[src/rtl/fetch_pkg.sv]
// fetch_pkg -- shared CPU definitions used by the instruction fetch stage.
//   * address-region boundaries of the 12-bit AGC K address space
//   * fixed-fixed bank numbers and the INHINT bubble encoding
//   * fetch FSM state enum and the FIFO entry struct
//   * map_fetch_addr(): K address + bits_FB -> physical ROM word address
package fetch_pkg;

    localparam logic [11:0] REGION_FB_BASE  = 12'o2000;  // start of fixed-switchable window
    localparam logic [11:0] REGION_FF2_BASE = 12'o4000;  // start of fixed-fixed bank 2
    localparam logic [11:0] REGION_FF3_BASE = 12'o6000;  // start of fixed-fixed bank 3

    localparam logic [2:0]  FF_BANK_2 = 3'd2;
    localparam logic [2:0]  FF_BANK_3 = 3'd3;

    // INHINT; decode treats it as a NOOP, so it doubles as the pipeline bubble.
    localparam logic [14:0] INHINT_INSTR = 15'o00004;

    localparam int PHYS_AW = 13;

    typedef enum logic {
        ST_RUN = 1'b0,
        ST_ERR = 1'b1
    } fetch_state_e;

    typedef struct packed {
        logic [14:0] instr;
        logic [11:0] pc;
    } fetch_entry_t;

    function automatic logic is_erasable(input logic [11:0] fa);
        return fa < REGION_FB_BASE;
    endfunction

    // Erasable addresses never reach the ROM; their mapping is a don't-care.
    function automatic logic [PHYS_AW-1:0] map_fetch_addr(input logic [11:0] fa,
                                                          input logic [2:0]  fb);
        if (fa >= REGION_FF3_BASE)
            return {FF_BANK_3, fa[9:0]};
        else if (fa >= REGION_FF2_BASE)
            return {FF_BANK_2, fa[9:0]};
        else
            return {fb, fa[9:0]};
    endfunction

endpackage

[src/rtl/fetch_fifo.sv]
// fetch_fifo -- 2-entry instr+pc buffer absorbing decode back-pressure.
// Entry 0 is always the head, so the head is a plain register read.
// Ports:
//   clock, rst   : clock, synchronous active-high reset (empties the FIFO)
//   i_clear      : discard all entries (branch redirect)
//   i_push       : write i_data (must not be asserted when full)
//   i_pop        : drop the head (must not be asserted when empty)
//   o_head       : current head entry
//   o_count      : number of valid entries, 0..2
module fetch_fifo
    import fetch_pkg::*;
(
    input  logic         clock,
    input  logic         rst,
    input  logic         i_clear,
    input  logic         i_push,
    input  logic         i_pop,
    input  fetch_entry_t i_data,
    output fetch_entry_t o_head,
    output logic [1:0]   o_count
);

    fetch_entry_t r_mem [2];
    logic [1:0]   r_count;

    always_ff @(posedge clock) begin
        if (rst || i_clear) begin
            r_count <= 2'd0;
        end else begin
            case ({i_push, i_pop})
                2'b10: begin
                    if (r_count == 2'd0) r_mem[0] <= i_data;
                    else                 r_mem[1] <= i_data;
                    r_count <= r_count + 2'd1;
                end
                2'b01: begin
                    r_mem[0] <= r_mem[1];
                    r_count  <= r_count - 2'd1;
                end
                2'b11: begin
                    // Simultaneous pop and push: count is unchanged.
                    if (r_count == 2'd1) begin
                        r_mem[0] <= i_data;
                    end else begin
                        r_mem[0] <= r_mem[1];
                        r_mem[1] <= i_data;
                    end
                end
                default: ;
            endcase
        end
    end

    assign o_head  = r_mem[0];
    assign o_count = r_count;

endmodule

[src/rtl/fetch.sv]
// fetch -- AGC instruction fetch stage feeding decode.
// Maps the K address onto the banked ROM, issues one synchronous read per
// cycle, buffers returns in a 2-entry FIFO and handles branch redirects.
// Ports:
//   clock, rst         : clock, synchronous active-high reset
//   stall              : decode cannot accept; output register holds
//   halt               : level; suppresses new ROM reads
//   redirect/_pc       : branch taken later in the pipe, with target K address
//   bits_FB            : fixed-bank register, sampled when the read issues
//   imem_rd_en/_addr   : ROM read strobe and physical word address
//   imem_rdata         : ROM data, valid the cycle after imem_rd_en
//   instr/pc/instr_valid : output register to decode
//   fetch_err          : sticky, an erasable fetch was attempted
//   bubble_cnt         : only with FETCH_BUBBLE_CNT_EN, saturating count of
//                        cycles with instr_valid=0 and stall=0
module fetch
    import fetch_pkg::*;
#(
    parameter int          ROM_AW       = 13,
    parameter logic [11:0] RESET_PC     = 12'o4000,
    parameter logic [14:0] BUBBLE_INSTR = INHINT_INSTR
) (
    input  logic              clock,
    input  logic              rst,
    input  logic              stall,
    input  logic              halt,
    input  logic              redirect,
    input  logic [11:0]       redirect_pc,
    input  logic [2:0]        bits_FB,
    output logic              imem_rd_en,
    output logic [ROM_AW-1:0] imem_addr,
    input  logic [14:0]       imem_rdata,
    output logic [14:0]       instr,
    output logic [11:0]       pc,
    output logic              instr_valid,
    output logic              fetch_err
`ifdef FETCH_BUBBLE_CNT_EN
    ,
    output logic [15:0]       bubble_cnt
`endif
);

    fetch_state_e r_state, w_state_nxt;

    logic [11:0]  r_fetch_pc;
    logic         r_inflight;
    logic         r_infl_epoch;
    logic [11:0]  r_infl_pc;
    logic         r_epoch;

    logic [14:0]  r_instr;
    logic [11:0]  r_pc;
    logic         r_valid;

    logic [11:0]  w_fa;
    logic         w_erasable;
    logic         w_room;
    logic         w_err_block;
    logic         w_attempt;
    logic         w_issue;
    logic         w_ret_ok;
    logic         w_fifo_empty;
    logic         w_push;
    logic         w_pop;
    logic [1:0]   w_fifo_cnt;
    fetch_entry_t w_fifo_head;
    fetch_entry_t w_ret_entry;
    logic [PHYS_AW-1:0] w_phys;

    // ---------------- issue side ----------------
    assign w_fa       = redirect ? redirect_pc : r_fetch_pc;
    assign w_erasable = is_erasable(w_fa);
    assign w_phys     = map_fetch_addr(w_fa, bits_FB);

    // A redirect flushes FIFO and in-flight read this cycle, so the target
    // always has room even if the buffer is currently full.
    assign w_room = redirect ||
                    (({1'b0, w_fifo_cnt} + {2'b00, r_inflight}) <= 3'd1);

    // A redirect to a valid target lifts the error block in the same cycle.
    assign w_err_block = (r_state == ST_ERR) && !(redirect && !w_erasable);
    assign w_attempt   = !rst && !halt && !w_err_block && w_room;
    assign w_issue     = w_attempt && !w_erasable;

    // ---------------- return side ----------------
    // The return in a redirect cycle belongs to the old path; the epoch tag
    // keeps any older-path return out after the redirect has taken effect.
    assign w_ret_ok     = r_inflight && (r_infl_epoch == r_epoch) && !redirect;
    assign w_ret_entry  = '{instr: imem_rdata, pc: r_infl_pc};
    assign w_fifo_empty = (w_fifo_cnt == 2'd0);
    assign w_pop        = !redirect && !stall && !w_fifo_empty;
    // Bypass straight into the output register when nothing is queued ahead.
    assign w_push       = w_ret_ok && !(w_fifo_empty && !stall);

    fetch_fifo u_fifo (
        .clock   (clock),
        .rst     (rst),
        .i_clear (redirect),
        .i_push  (w_push),
        .i_pop   (w_pop),
        .i_data  (w_ret_entry),
        .o_head  (w_fifo_head),
        .o_count (w_fifo_cnt)
    );

    always_ff @(posedge clock) begin
        if (rst) begin
            r_fetch_pc   <= RESET_PC;
            r_inflight   <= 1'b0;
            r_infl_epoch <= 1'b0;
            r_infl_pc    <= RESET_PC;
            r_epoch      <= 1'b0;
        end else begin
            r_inflight <= w_issue;
            if (w_issue) begin
                r_infl_pc    <= w_fa;
                r_infl_epoch <= redirect ? ~r_epoch : r_epoch;
            end
            if (redirect)
                r_epoch <= ~r_epoch;
            if (w_issue)
                r_fetch_pc <= w_fa + 12'd1;
            else if (redirect)
                r_fetch_pc <= redirect_pc;
        end
    end

    // ---------------- output register ----------------
    always_ff @(posedge clock) begin
        if (rst) begin
            r_instr <= BUBBLE_INSTR;
            r_pc    <= RESET_PC;
            r_valid <= 1'b0;
        end else if (redirect) begin
            r_instr <= BUBBLE_INSTR;
            r_valid <= 1'b0;
        end else if (!stall) begin
            if (!w_fifo_empty) begin
                r_instr <= w_fifo_head.instr;
                r_pc    <= w_fifo_head.pc;
                r_valid <= 1'b1;
            end else if (w_ret_ok) begin
                r_instr <= imem_rdata;
                r_pc    <= r_infl_pc;
                r_valid <= 1'b1;
            end else begin
                r_instr <= BUBBLE_INSTR;
                r_valid <= 1'b0;
            end
        end
    end

    // ---------------- FSM ----------------
    always_ff @(posedge clock) begin
        if (rst) r_state <= ST_RUN;
        else     r_state <= w_state_nxt;
    end

    always_comb begin
        w_state_nxt = r_state;
        case (r_state)
            ST_RUN: if (w_attempt && w_erasable)  w_state_nxt = ST_ERR;
            ST_ERR: if (redirect && !w_erasable)  w_state_nxt = ST_RUN;
            default: w_state_nxt = ST_RUN;
        endcase
    end

    always_comb begin
        fetch_err  = (r_state == ST_ERR);
        imem_rd_en = w_issue;
        imem_addr  = ROM_AW'(w_phys);
    end

    assign instr       = r_instr;
    assign pc          = r_pc;
    assign instr_valid = r_valid;

`ifdef FETCH_BUBBLE_CNT_EN
    logic [15:0] r_bubble_cnt;

    always_ff @(posedge clock) begin
        if (rst)
            r_bubble_cnt <= 16'd0;
        else if (!r_valid && !stall && (r_bubble_cnt != 16'hFFFF))
            r_bubble_cnt <= r_bubble_cnt + 16'd1;
    end

    assign bubble_cnt = r_bubble_cnt;
`endif

endmodule

[config.mk]
export PLATFORM = sky130hd
export DESIGN_NAME = fetch
export DESIGN_NICKNAME = d
export VERILOG_FILES = /design/src/rtl/fetch_pkg.sv /design/src/rtl/fetch_fifo.sv /design/src/rtl/fetch.sv
export SDC_FILE = /design/constraint.sdc
export NUM_CORES = 1
export LEC_CHECK = 0
export CORE_MARGIN = 2
export CORE_UTILIZATION = 45
export CTS_BUF_LIST = sky130_fd_sc_hd__clkbuf_4 sky130_fd_sc_hd__clkbuf_8 sky130_fd_sc_hd__clkbuf_16
export CTS_CLUSTER_DIAMETER = 60
export DETAILED_ROUTE_END_ITERATION = 8
export GPL_TIMING_DRIVEN = 0
export HOLD_SLACK_MARGIN = 0.02
export PLACE_DENSITY = 0.77
export SETUP_SLACK_MARGIN = 0.1
export SYNTH_ARGS = -nofsm -noshare
export SYNTH_HDL_FRONTEND = slang
export SYNTH_SLANG_ARGS = --single-unit
[constraint.sdc]
create_clock -name clock -period 10.22 [get_ports clock]
set_input_delay 1.533 -clock clock [delete_from_list [all_inputs] [get_ports clock]]
set_output_delay 1.533 -clock clock [all_outputs]
set_load 0.05 [all_outputs]
==> run summary <==
Gates resized during post-CTS repair numbered 0. Of the synthesized area, sequential elements account for 0.5646. Among all flip-flop cells after synthesis, the most frequent one is dfxtp_1. The number of buffers inserted by hold repair at cts came out at 0. The worst-path maximum fanout came out at 10. In the final timing run, aggregate negative setup slack is 0 ps. The leakage dissipation is 2.378 nW.

The count of warnings emitted by yosys came out at 0. The total count of hold-check failures in the final report was 0. The remaining antenna violation count after routing is 0. Counting flops with an async set or reset pin after synthesis yields a share of 0. The post-synth net total came out at 456.

The top cell type's share of synthesized area is 0.3290. Buffers inserted during clock tree synthesis total 9. The kind of critical path is in2out.

The number of placement rows came out at 38. In this run the deepest clock path goes through 2 buffers. The number of nets in the layout is 545. Setup repair after global routing left no endpoint under its margin. Of the cells placed in the final design, the portion with a size suffix greater than 1 is 0.1575. The data required time at the worst endpoint came out at 8690 ps.

The number of distinct standard cells referenced by the synthesized netlist is 47. The design area came out at 6102 µm². The post-detailed-routing wire length came out at 10,430 µm. The remaining routing DRC violations is 0. The gate count after technology mapping is 414.

The initial antenna violation count is 0. The width of the die is 108.7 µm. The time the final worst path needs with I/O delays and setup came out at 5244 ps. The filler cell count in the final layout came out at 936. The deepest level of the CTS H-tree is 3. The period utilization is 0.5131. TritonCTS built the clock tree.

The total cell area at the placement stage is 5913 µm². The maximum number of pins on one net before global-route repair is 21. During placement, the flow inserted port buffers numbering 74. The wire-length estimate of the detail-placed layout is 7753 µm.

In this run the worst hold path is classified as reg2reg. The tree is rooted in a clkbuf_8. The weighted congestion reported at the end of routability-driven placement came out at 0.8848. The clock-pin slew on the worst setup and hold paths came out at 120 ps.

For this run, the share of the core covered by cells in the final layout is 0.5679. The routed length per instance is 16.10 µm. The first global-routing pass estimated 16,990 µm of wire. The remaining max-slew budget at the tightest pin is 0.5567. The number of DRC markers after the initial detailed-route iteration came out at 152. The upper clock frequency limit came out at 190.7 MHz. The overall overflow remaining after global route came out at 0. The actual slew at the worst max-slew pin is 646.4 ps. The design draws 0.8707 mW. The total power density per cell area came out at 142.7 nW/µm².

Setup violations remaining at the end of the flow were counted as 0. For this design the top-level I/O count stands at 78. The maximum resistive drop on vdd is 0.08140 mV. The flow ran to the end, and the final reports show no timing, DRC or antenna violations. The worst setup path is captured at an output port. The count of TritonRoute iterations in the first routing pass came out at 6. The number of maximum-capacitance violations came out at 0. The die is 108.7 µm tall. The antenna cell count came out at 0. The worst hold-check slack is 483.0 ps.

The sink count of the clock tree is 112. The mapped cell area is 4928 µm². After detailed routing, the number of vias per cell comes to 5.276. The number of cells traversed by the worst hold path came out at 2. The post-CTS setup buffer count came out at 0. The source-to-sink clock delay at the later pin of the worst-skew pair came out at 380 ps. The die area is 11,800 µm².

A synthesized cell averages 11.90 µm². The core outline area is 10,750 µm². Across every metal layer, demand over resource in global routing totals 0.1854. The critical path arrival came out at 3710 ps. The final count of pins violating max slew is 0.

The maximum clock skew at final layout came out at 20.07 ps. edfxtp_1 takes more of the synthesized area than any other cell. The number of vias in the routed layout came out at 3,419. The synthesis-to-layout area growth is 23.81%. The count of flip-flops with a built-in enable after synthesis is 54. The effective utilization at floorplan came out at 0.4587. Sorting the synthesized cells by area gives the leading types as edfxtp_1 (33%), dfxtp_1 (24%), mux2_4 (6.1%).

The number of global-route vias before repair came to 3,491. The number of cell instances on the worst register-to-register path came out at 12. Synthesis inferred 112 register bits. STA classifies the critical path startpoint as a primary input.
[cell families after synthesis]
| group | Yosys count | share of synthesized area |
|---|---|---|
| DFF | 112 | 0.5646 |
| adders and majority gates | 7 | 0.01777 |
| xor gates and xnor gates | 11 | 0.01955 |
| and+or+nand+nor | 109 | 0.1071 |
| buffers and inverters | 56 | 0.06118 |
| AOI/OAI and AO/OA | 67 | 0.1016 |
| muxes | 52 | 0.1282 |
[final timing paths]
path	to	startpoint	slack [ps]
hold / removal	instr[10]$_SDFFE_PN0N_	instr[10]$_SDFFE_PN0N_	480
setup reg to reg	u_fifo.r_mem[0][28]$_DFFE_PP_	u_fifo.o_count[0]$_SDFFE_PN0P_	6950
setup / recovery	imem_rd_en	redirect_pc[11]	4980
hold reg to reg	instr[10]$_SDFFE_PN0N_	instr[10]$_SDFFE_PN0N_	480
[through the flow]
step                setup WS [ps]  instances
finish                       4976        648
global route                 4855        648
CTS                          4998        648
detailed placement           5003        632
global placement             4105        628
floorplan                    5194        414
[cell type report]
| cell class | instances | area, µm² | area share |
|---|---|---|---|
| plain buffers | 35 | 222.7 | 0.03650 |
| clock buffers | 9 | 123.9 | 0.02030 |
| clock inverters | 7 | 65.06 | 0.01066 |
| inverters | 21 | 78.83 | 0.01292 |
| multi-input cells | 246 | 1852 | 0.3035 |
| flip-flops and latches | 112 | 2783 | 0.4560 |
| well taps | 140 | 175.2 | 0.02871 |
| repair buffers | 78 | 802.0 | 0.1314 |
[sequential cells by signal, indices dropped and copies added (netlist names), 2 cells and up]
register,flops
u_fifo.r_mem,54
instr,15
pc,12
r_fetch_pc,12
r_infl_pc,12
u_fifo.o_count,2
[routing by layer]
metal,GRT usage,wire length (µm)
met5,0,0
met3,0.04782,620
met4,0.05128,115
met2,0.3125,5004
met1,0.2370,4693
[cell usage in the layout (no fill, tap or decap), drive strengths merged, types with 6 or more instances in the layout]
master / Yosys / layout
clkbuf: 11 / 20
a221oi: 15 / 15
nor3: 18 / 18
mux2i: 23 / 23
a21oi: 10 / 10
nand4: 6 / 6
inv: 21 / 24
ha: 7 / 7
mux2: 29 / 29
o21ai: 9 / 9
nor2: 54 / 54
buf: 24 / 28
clkdlybuf4s50: 0 / 74
dfxtp: 58 / 58
edfxtp: 54 / 54
a211oi: 23 / 23
nand2: 10 / 10
xnor2: 8 / 8
nand3: 9 / 9
[where the power goes]
part	internal (mW)	leakage [nW]	switching, mW
clock	0.0939	0.0925	0.158
sequential	0.481	0.967	0.00802
combinational	0.0551	1.32	0.0746
total	0.630	2.38	0.241
[cells in the mapped netlist, types with 2 or more instances]
cell	number
a211oi_1	23
a21oi_1	10
a221oi_1	14
a22oi_1	2
buf_2	7
buf_4	10
buf_6	6
clkbuf_1	11
dfxtp_1	58
edfxtp_1	54
ha_1	7
inv_1	20
mux2_2	9
mux2_4	20
mux2i_1	23
nand2_1	9
nand2b_1	2
nand3_1	9
nand4_1	5
nor2_1	54
nor3_1	18
nor3b_1	2
o21ai_0	7
o21ai_1	2
xnor2_1	8
xor2_1	3
[critical path: stages]
cell             delay, ps
clkdlybuf4s50_1        420
o21ai_0                380
o31ai_4                220
nand2_4                190
inv_2                   60
buf_2                  170
clkdlybuf4s50_1        730
No activity file was read; power rests on OpenSTA's default activity.
